**src/rtl/imem_port_arbiter.sv**
```systemverilog
// ---------------------------------------------------------------------------
// imem_port_arbiter
//
// Shares one single-port, byte-wide instruction memory between the fetch
// stage (F, reads one little-endian word) and the program loader (L, writes
// one little-endian word). Every word is moved as BEATS = WIDTH/8 byte beats.
// When both sides ask at once, the side that was not granted last wins.
// Once a burst has started it always runs to completion.
//
// Ports
//   clk, rst_n            clock (rising edge), asynchronous active-low reset
//   f_req, f_addr         fetch request and byte address
//   f_ready               fetch accepted on an edge with f_req & f_ready
//   f_valid, f_instr      one-cycle pulse with the assembled fetched word
//   l_req, l_addr,        loader request, byte address and word to write
//   l_wdata
//   l_ready               loader accepted on an edge with l_req & l_ready
//   l_done                one-cycle pulse after the last byte write
//   busy                  high whenever a burst is in progress
//   mem_addr, mem_we,     registered byte-wide memory port
//   mem_wdata
//   mem_rdata             read byte, valid one cycle after mem_addr
// ---------------------------------------------------------------------------
module imem_port_arbiter #(
    parameter int WIDTH = 32,
    parameter int AW    = 16
) (
    input  logic             clk,
    input  logic             rst_n,
    input  logic             f_req,
    input  logic [AW-1:0]    f_addr,
    output logic             f_ready,
    output logic             f_valid,
    output logic [WIDTH-1:0] f_instr,
    input  logic             l_req,
    input  logic [AW-1:0]    l_addr,
    input  logic [WIDTH-1:0] l_wdata,
    output logic             l_ready,
    output logic             l_done,
    output logic             busy,
    output logic [AW-1:0]    mem_addr,
    output logic             mem_we,
    output logic [7:0]       mem_wdata,
    input  logic [7:0]       mem_rdata
);

    localparam int BEATS = WIDTH / 8;
    localparam int CW    = (BEATS > 1) ? $clog2(BEATS) : 1;

    typedef enum logic [1:0] {
        IDLE  = 2'd0,
        FRD   = 2'd1,
        FWAIT = 2'd2,
        LWR   = 2'd3
    } state_e;

    typedef enum logic {
        GNT_F = 1'b0,
        GNT_L = 1'b1
    } gnt_e;

    state_e           state_q;
    gnt_e             lastGnt_q;
    logic [CW-1:0]    cnt_q;
    logic [AW-1:0]    base_q;
    logic [WIDTH-1:0] wdata_q;
    logic [WIDTH-1:0] fInstr_q;
    logic             fValid_q;
    logic             lDone_q;
    logic [AW-1:0]    memAddr_q;
    logic             memWe_q;
    logic [7:0]       memWdata_q;

    logic             isIdle;
    logic             fAccept;
    logic             lAccept;
    logic             lastBeat;
    logic [CW-1:0]    cntInc;
    logic [CW-1:0]    cntPrev;

    // Grant decision: only one side can be ready when both are asking, and it
    // is always the side that did not win the previous grant.
    assign isIdle   = (state_q == IDLE);
    assign f_ready  = isIdle & ~(l_req & (lastGnt_q == GNT_F));
    assign l_ready  = isIdle & ~(f_req & (lastGnt_q == GNT_L));
    assign fAccept  = f_req & f_ready;
    assign lAccept  = l_req & l_ready;

    assign lastBeat = (cnt_q == CW'(BEATS - 1));
    assign cntInc   = cnt_q + CW'(1);
    assign cntPrev  = cnt_q - CW'(1);

    // Burst sequencer. The memory port is registered, so the address for
    // beat k is loaded on the edge that enters beat k. Read data trails the
    // address by one cycle, which is why the byte of beat k-1 is captured
    // during beat k and the final byte needs the extra FWAIT cycle.
    always_ff @(posedge clk or negedge rst_n) begin
        if (!rst_n) begin
            state_q    <= IDLE;
            lastGnt_q  <= GNT_L;
            cnt_q      <= '0;
            base_q     <= '0;
            wdata_q    <= '0;
            fInstr_q   <= '0;
            fValid_q   <= 1'b0;
            lDone_q    <= 1'b0;
            memAddr_q  <= '0;
            memWe_q    <= 1'b0;
            memWdata_q <= '0;
        end else begin
            fValid_q <= 1'b0;
            lDone_q  <= 1'b0;
            case (state_q)
                IDLE: begin
                    if (fAccept) begin
                        state_q   <= FRD;
                        lastGnt_q <= GNT_F;
                        cnt_q     <= '0;
                        base_q    <= f_addr;
                        memAddr_q <= f_addr;
                        memWe_q   <= 1'b0;
                    end else if (lAccept) begin
                        state_q    <= LWR;
                        lastGnt_q  <= GNT_L;
                        cnt_q      <= '0;
                        base_q     <= l_addr;
                        wdata_q    <= l_wdata;
                        memAddr_q  <= l_addr;
                        memWe_q    <= 1'b1;
                        memWdata_q <= l_wdata[7:0];
                    end
                end
                FRD: begin
                    // Beat 0 has no returned byte yet; rdata is stale then.
                    if (cnt_q != '0) begin
                        fInstr_q[{cntPrev, 3'b000} +: 8] <= mem_rdata;
                    end
                    if (lastBeat) begin
                        state_q <= FWAIT;
                    end else begin
                        cnt_q     <= cntInc;
                        memAddr_q <= base_q + AW'(cntInc);
                    end
                end
                FWAIT: begin
                    fInstr_q[WIDTH-8 +: 8] <= mem_rdata;
                    fValid_q               <= 1'b1;
                    state_q                <= IDLE;
                end
                LWR: begin
                    if (lastBeat) begin
                        memWe_q <= 1'b0;
                        lDone_q <= 1'b1;
                        state_q <= IDLE;
                    end else begin
                        cnt_q      <= cntInc;
                        memAddr_q  <= base_q + AW'(cntInc);
                        memWdata_q <= wdata_q[{cntInc, 3'b000} +: 8];
                    end
                end
                default: begin
                    state_q <= IDLE;
                end
            endcase
        end
    end

    assign busy      = ~isIdle;
    assign f_valid   = fValid_q;
    assign f_instr   = fInstr_q;
    assign l_done    = lDone_q;
    assign mem_addr  = memAddr_q;
    assign mem_we    = memWe_q;
    assign mem_wdata = memWdata_q;

endmodule

```
**config.mk**
```make
export PLATFORM = sky130hd
export DESIGN_NAME = imem_port_arbiter
export DESIGN_NICKNAME = d
export VERILOG_FILES = /design/src/rtl/imem_port_arbiter.sv
export SDC_FILE = /design/constraint.sdc
export NUM_CORES = 1
export LEC_CHECK = 0
export CAP_MARGIN = 0
export CORE_ASPECT_RATIO = 0.8
export CORE_MARGIN = 3
export CORE_UTILIZATION = 50
export DETAILED_ROUTE_END_ITERATION = 7
export HOLD_SLACK_MARGIN = 0.12
export PLACE_DENSITY = 0.85
export SETUP_SLACK_MARGIN = 0.3
export SLEW_MARGIN = 20
export SYNTH_ARGS = -nofsm -noshare
export SYNTH_HDL_FRONTEND = slang
export SYNTH_SLANG_ARGS = --single-unit
```
**constraint.sdc**
```tcl
create_clock -name clk -period 3.6 [get_ports clk]
set_clock_uncertainty 0.2 [all_clocks]
set_input_delay 0.54 -clock clk [delete_from_list [all_inputs] [get_ports clk]]
set_output_delay 0.54 -clock clk [all_outputs]
set_load 0.01 [all_outputs]
```
==> results of run 1 <==
[synthesized netlist by cell type (4+ instances only)]
library cell,number,area share
ha_1,9,0.020
and3_1,6,0.0067
dfrtp_1,111,0.49
a21boi_0,5,0.0067
inv_1,6,0.0040
o21a_1,11,0.015
o22ai_1,6,0.0067
a21oi_1,8,0.0071
a32oi_1,5,0.0078
and2_1,9,0.010
buf_2,12,0.011
a31oi_1,9,0.010
mux4_2,8,0.032
a211oi_1,8,0.011
nor3_1,10,0.0089
o21ai_0,35,0.031
o32ai_1,4,0.0062
clkbuf_1,10,0.0067
o31a_1,4,0.0062
buf_6,10,0.020
nor2_1,17,0.011
nand2_1,192,0.13
xnor2_1,6,0.0093
o22a_1,13,0.020
a22o_1,7,0.011
[flip-flops by register name, indices dropped and copies added, names as in the netlist]
register / flops
lastGnt_q: 1
cnt_q: 2
base_q: 16
mem_wdata: 8
state_q: 2
wdata_q: 32
f_instr: 32
mem_we: 1
mem_addr: 16
l_done: 1
f_valid: 1
[repair_timing]
action                                  CTS  global route
endpoints found under the hold margin    17             0
hold buffers                              1             0
endpoints found under the setup margin    0             0
[power groups by stage]
| stage | Sequential, mW | Combinational, mW | Clock, mW |
|---|---|---|---|
| final | 2.35 | 3.28 | 0.980 |
| after floorplan | 2.34 | 1.98 | 0 |
| after CTS | 2.33 | 3.29 | 0.993 |
| after detailed placement | 2.35 | 3.27 | 0 |
| after global placement | 2.31 | 3.17 | 0 |
| after global routing | 2.42 | 3.62 | 1.05 |
[worst min-delay path: cells and delay by family, from the launching register on]
kind	cells	cell delay [ns]
simple gates	2	0.10
flops	1	0.35
[logic make-up (layout without fill, tap and decap cells)]
| family | Yosys count | after routing |
|---|---|---|
| DFF | 112 | 112 |
| xor gates and xnor gates | 8 | 8 |
| AOI/OAI and AO/OA | 134 | 134 |
| adders and majority gates | 10 | 10 |
| buffers and inverters | 43 | 173 |
| and+or+nand+nor | 262 | 262 |
| muxes | 10 | 10 |
[path summary, 6_finish.rpt]
| kind | start | cells past startpoint | slack [ns] | to |
|---|---|---|---|---|
| min in group asynchronous | rst_n | 2 | 0.63 | f_instr[31] |
| worst max-delay path | state_q[1] | 4 | 0.64 | f_ready |
| max in group asynchronous | rst_n | 3 | 1.81 | mem_wdata[2] |
| worst min register to register | wdata_q[26] | 2 | 0.28 | wdata_q[26] |
| worst max register to register | cnt_q[1] | 7 | 0.96 | mem_addr[8] |
| worst min-delay path | wdata_q[26] | 2 | 0.28 | wdata_q[26] |
[per-stage QoR]
step	utilization	hold slack, ns	instances	area (sq um)
after CTS	0.691	0.279	849	7340
after floorplan	-	0.0444	579	5620
after global placement	0.662	0.253	832	7030
final	0.691	0.279	849	7340
after global routing	0.691	0.296	849	7340
after detailed placement	0.662	0.261	832	7030
[metal layers]
| metal | track usage | share of wire | wire length [um] | up-vias |
|---|---|---|---|---|
| li1 | - | - | - | 2276 |
| met1 | 0.356 | 0.46 | 6810 | 2300 |
| met2 | 0.372 | 0.45 | 6640 | 252 |
| met3 | 0.0503 | 0.087 | 1290 | 19 |
| met4 | 0.0505 | 0.010 | 155 | 0 |
| met5 | 0 | 0 | 0 | - |
[cell usage in the layout (no fill, tap or decap), drive strengths merged, types with 5 or more instances in the layout]
master         count
o21a              11
a211oi             8
xnor2              6
nor2              18
and3               6
o32ai              5
a21oi              9
a22o               7
ha                 9
a21boi             6
nand2            193
o22a              13
mux4               8
clkbuf            10
a32oi              5
clkdlybuf4s50    136
and2              10
a31oi              9
inv               11
buf               11
nor3              11
o22ai              6
dfrtp            111
o21ai             35
[final cells by class]
class | count | area (sq um)
multi-input combinational | 424 | 2550
timing repair buffer | 148 | 1470
tap | 140 | 175
fill | 775 | 3280
clock inverter | 6 | 57.6
sequential | 112 | 2800
inverter | 9 | 38.8
clock buffer | 10 | 239
==> flow_metrics.py, run 1 <==
metrics = {
    "cts": {
        "cts_buffers": 9,
        "clk_latency_ns": 0.34,
        "cts_tree": "yes",
        "clock-sinks": 112,
        "root_buffer": "clkbuf_16",
        "post_cts_resized": 0,
        "clkSlewWorstSetupHoldPaths_ns": 0.07,
        "ctsHtreeMaxLevel": 3,
        "clk_path_buf_depth": 2,
        "cts_setup_buffers": 0,
    },
    "floorplanning": {
        "start_util": 0.530,
        "dieArea_sq_um": 12600,
        "rows": 33,
        "core_sq_um": 10600,
        "die_x_um": 125,
        "boundaryPins": 138,
        "die_h_um": 101,
    },
    "worst_setup_path": {
        "crit_slowest_cell": "clkdlybuf4s50_1",
        "crit_family": "buffers and inverters",
        "arrival_ns": 2.22,
        "path_buf_inv": 2,
        "worstPathCellList": "nor2_4 -> inv_2 -> nor2_1 -> clkdlybuf4s50_1",
        "criticalPathCategory": "flip-flop to output port",
        "crit_path_max_incr_delay_ns": 0.62,
        "cp_data_required_time_ns": 2.86,
        "cp-start-kind": "flip-flop",
        "crit_fanout": 16,
        "end_kind": "output port",
    },
    "power_and_ir_drop": {
        "intPower_mw": 3.98,
        "swShare": 0.398,
        "combinationalPowerShare": 0.497,
        "switching_power_mw": 2.63,
        "power.total_mw": 6.61,
        "vdd_drop_max_mv": 0.402,
        "clkPwrFrac": 0.148,
        "power.leakage_nw": 3.14,
        "p_per_area_nw_per_um2": 901,
        "power_frac_seq": 0.355,
    },
    "place": {
        "io_buffers": 137,
        "pre_cts_slack_ns": 0.548,
        "dpl.hpwl_um": 10800,
        "gp_congestion": 0.894,
    },
    "final_layout": {
        "drive_gt1_frac": 0.0818,
        "area_growth_pct": 30.5,
        "antennaDiodeCount": 0,
        "nets": 790,
    },
    "timing": {
        "rsz0062_at_grt": "no",
        "worst_slew_pin_slew_ns": 1.02,
        "period_needed_ns": 2.96,
        "drv_slew": 0,
        "setup_viol_count_final": 0,
        "fmax_mhz": 338,
        "fin_setup_tns_ns": 0,
        "post-route-period-util": 0.822,
        "finalWorstSetupSlack_ns": 0.641,
        "slew_headroom": 0.317,
        "hold_viol_final": 0,
    },
    "synthesis": {
        "syn_inst": 579,
        "synth_ff_type": "dfrtp_1",
        "syn_area_sq_um": 5620,
        "synth_compound_area_frac": 0.176,
        "muxShareOfSynthArea": 0.0356,
        "synth.distinct_cells": 69,
        "yosysSeqAreaShare": 0.499,
        "synth_edf_count": 0,
        "synth_fp_nets": 665,
        "async_flop_share": 1.00,
        "synthSimpleGateAreaFrac": 0.207,
        "synthXorXnorAreaFrac": 0.0125,
        "synth_fa_ha_area_frac": 0.0236,
        "synth_top_family_by_area": "simple AND/OR/NAND/NOR gates",
        "yosys_register_bits": 112,
        "syn_avg_cell_area_sq_um": 9.71,
        "yosys_warnings": 0,
    },
    "detailed_routing": {
        "drtIter0Drc": 486,
        "routed-via-count": 4847,
        "route.detailed.drc": 0,
        "drtPass1Iterations": 5,
        "routedWlPerCell_um": 17.5,
        "ant_nets": 0,
        "routed_wirelength_um": 14900,
        "viasPerCell": 5.71,
    },
    "global_route": {
        "globalRouteOverflowTotal": 0,
        "grt_pass1_wl_um": 24400,
        "antenna_found_initial": 0,
        "grtUsageTotal": 0.241,
        "first_global_vias": 4687,
        "grt_max_degree": 63,
    },
    "flow_run": {
        "drv_cap": 0,
    },
    "outcome": {
        "status": "finished clean",
    },
    "worst_hold_path": {
        "hold_path_class": "flip-flop to flip-flop",
    },
}
(Power assumes the default switching activity.)
==> run 2: changes to the inputs <==
==> constraint.sdc (replaced) <==
create_clock -name clk -period 2.9 [get_ports clk]
set_clock_uncertainty 0.2 [all_clocks]
set_input_delay 0.435 -clock clk [delete_from_list [all_inputs] [get_ports clk]]
set_output_delay 0.435 -clock clk [all_outputs]
set_load 0.01 [all_outputs]
==> flow_metrics.py, run 2 (synthesis gave the netlist of run 1 again) <==
metrics = {
    "final_layout": {
        "layout_common_cells": "nand2_1, clkdlybuf4s50_1, dfrtp_1",
        "antennaDiodeCount": 0,
        "fill_cells": 776,
        "final_common_cell": "nand2_1",
        "drive_gt1_frac": 0.100,
        "nets": 799,
        "multi_input_area_sq_um": 2580,
        "area_growth_pct": 32.2,
        "register_area_sq_um": 2810,
    },
    "power_and_ir_drop": {
        "vdd_drop_max_mv": 0.419,
        "clkPwrFrac": 0.150,
        "power.leakage_nw": 3.18,
        "intPower_mw": 5.08,
        "switching_power_mw": 3.28,
        "combinationalPowerShare": 0.500,
        "power_frac_seq": 0.350,
        "swShare": 0.392,
        "p_per_area_nw_per_um2": 1130,
    },
    "worst_setup_path": {
        "criticalPathCategory": "flip-flop to output port",
        "worstPathCellList": "nor2_4 -> inv_2 -> nor2_1 -> clkdlybuf4s50_1",
        "crit_slowest_cell": "clkdlybuf4s50_1",
        "reg2reg_from": "cnt_q[1]",
        "crit_path_max_incr_delay_ns": 0.57,
        "reg2reg_to": "mem_addr[8]",
        "end_kind": "output port",
        "cp_data_required_time_ns": 2.27,
        "crit_family": "buffers and inverters",
        "crit_fanout": 16,
        "arrival_ns": 1.86,
        "reg2reg_depth": 7,
        "path_buf_inv": 2,
        "cp-start-kind": "flip-flop",
        "ff2ff_setup_slack_ns": 0.47,
    },
    "outcome": {
        "status": "finished clean",
    },
    "timing": {
        "post-route-period-util": 0.861,
        "rsz0062_at_grt": "no",
        "hold_viol_final": 0,
        "drv_slew": 0,
        "fin_setup_tns_ns": 0,
        "whs_ns": 0.276,
        "worst_slew_pin_slew_ns": 0.667,
        "slew_headroom": 0.555,
        "setup_viol_count_final": 0,
        "fmax_mhz": 401,
        "period_needed_ns": 2.50,
    },
    "floorplanning": {
        "start_util": 0.530,
        "core_sq_um": 10600,
        "rows": 33,
        "dieArea_sq_um": 12600,
        "boundaryPins": 138,
        "die_h_um": 101,
        "die_x_um": 125,
    },
    "detailed_routing": {
        "routedWlPerCell_um": 17.6,
        "viasPerCell": 5.79,
        "route.detailed.drc": 0,
        "routed-via-count": 4964,
        "routed_wirelength_um": 15100,
        "drtPass1Iterations": 5,
        "ant_nets": 0,
        "drtIter0Drc": 450,
    },
    "cts": {
        "cts_tree": "yes",
        "clk_latency_ns": 0.36,
        "cts_buffers": 9,
        "ctsHtreeMaxLevel": 3,
        "clock-sinks": 112,
        "clk_path_buf_depth": 2,
        "clkSlewWorstSetupHoldPaths_ns": 0.07,
        "root_buffer": "clkbuf_16",
    },
    "worst_hold_path": {
        "min_to": "wdata_q[30]",
        "worstHoldStart": "wdata_q[30]",
        "hold_path_class": "flip-flop to flip-flop",
        "hold_depth": 2,
    },
    "place": {
        "gp_congestion": 0.878,
        "dpl.hpwl_um": 10900,
        "io_buffers": 137,
    },
    "flow_run": {
        "drv_cap": 0,
    },
    "global_route": {
        "grt_pass1_wl_um": 25000,
        "first_global_vias": 4903,
        "antenna_found_initial": 0,
        "globalRouteOverflowTotal": 0,
        "grt_max_degree": 56,
        "grtUsageTotal": 0.248,
    },
}
run 2: layout make-up:
class	instances	share of cell area
clock inverter	5	0.00775
inverter	9	0.00522
multi-input combinational	424	0.347
clock buffer	10	0.0322
sequential	112	0.378
tap	140	0.0236
timing repair buffer	157	0.206
run 2: power by group through the flow:
stage / Sequential [mW] / Clock, mW / Combinational, mW
2_1_floorplan: 2.91 / 0 / 2.51
3_3_place_gp: 2.91 / 0 / 3.93
3_5_place_dp: 2.94 / 0 / 4.07
4_1_cts: 2.93 / 1.26 / 4.10
5_1_grt: 3.02 / 1.33 / 4.59
6_report: 2.93 / 1.25 / 4.18
run 2: worst min-delay path, cell delays in order (launching register included):
cell and delay [ns]:
dfrtp_1 0.34, nand2_1 0.05, nand2_1 0.05
run 2: how the worst max path moves through the flow:
stage,startpoint,end,slack [ns],depth (start not counted)
finish,state_q[0],f_ready,0.40,4
floorplan,cnt_q[0],mem_addr[8],0.30,9
global route,cnt_q[1],mem_addr[8],0.31,7
CTS,state_q[0],f_ready,0.34,4
detailed placement,f_req,l_ready,0.23,4
global placement,f_req,l_ready,0.28,4
run 2: per-stage QoR:
| stage | instances | power (mW) | utilization | instance area [sq um] | worst slack (ns) |
|---|---|---|---|---|---|
| finish | 857 | 8.36 | 0.700 | 7430 | 0.403 |
| global route | 857 | 8.94 | 0.700 | 7430 | 0.314 |
| CTS | 852 | 8.30 | 0.696 | 7380 | 0.338 |
| detailed placement | 836 | 7.01 | 0.667 | 7080 | 0.232 |
| global placement | 836 | 6.85 | 0.667 | 7080 | 0.285 |
| floorplan | 579 | 5.42 | - | 5640 | 0.300 |
run 2: layer usage:
layer / global-route usage / vias to the layer above / share of wire
met5: 0 / - / 0
met4: 0.0859 / 0 / 0.015
met3: 0.0471 / 19 / 0.071
met2: 0.398 / 222 / 0.47
met1: 0.343 / 2436 / 0.44
li1: - / 2287 / -
run 2: repair_timing:
| item | CTS | global route |
|---|---|---|
| pin swaps | 0 | 1 |
| endpoints found under the hold margin | 51 | 0 |
| hold buffers | 1 | 0 |
| setup endpoints to repair | 2 | 10 |
| gates resized for setup | 2 | 3 |
| setup buffers | 0 | 5 |
| cloned | 0 | 0 |
==> run 3: changes to the inputs <==
--- a/config.mk
+++ b/config.mk
@@ -5,6 +5,7 @@
 export SDC_FILE = /design/constraint.sdc
 export NUM_CORES = 1
 export LEC_CHECK = 0
+export ABC_CLOCK_PERIOD_IN_PS = 2900
 export CAP_MARGIN = 0
 export CORE_ASPECT_RATIO = 0.8
 export CORE_MARGIN = 3
==> results of run 3 <==
Final layout, timing and power as in run 2 (identical DEF).
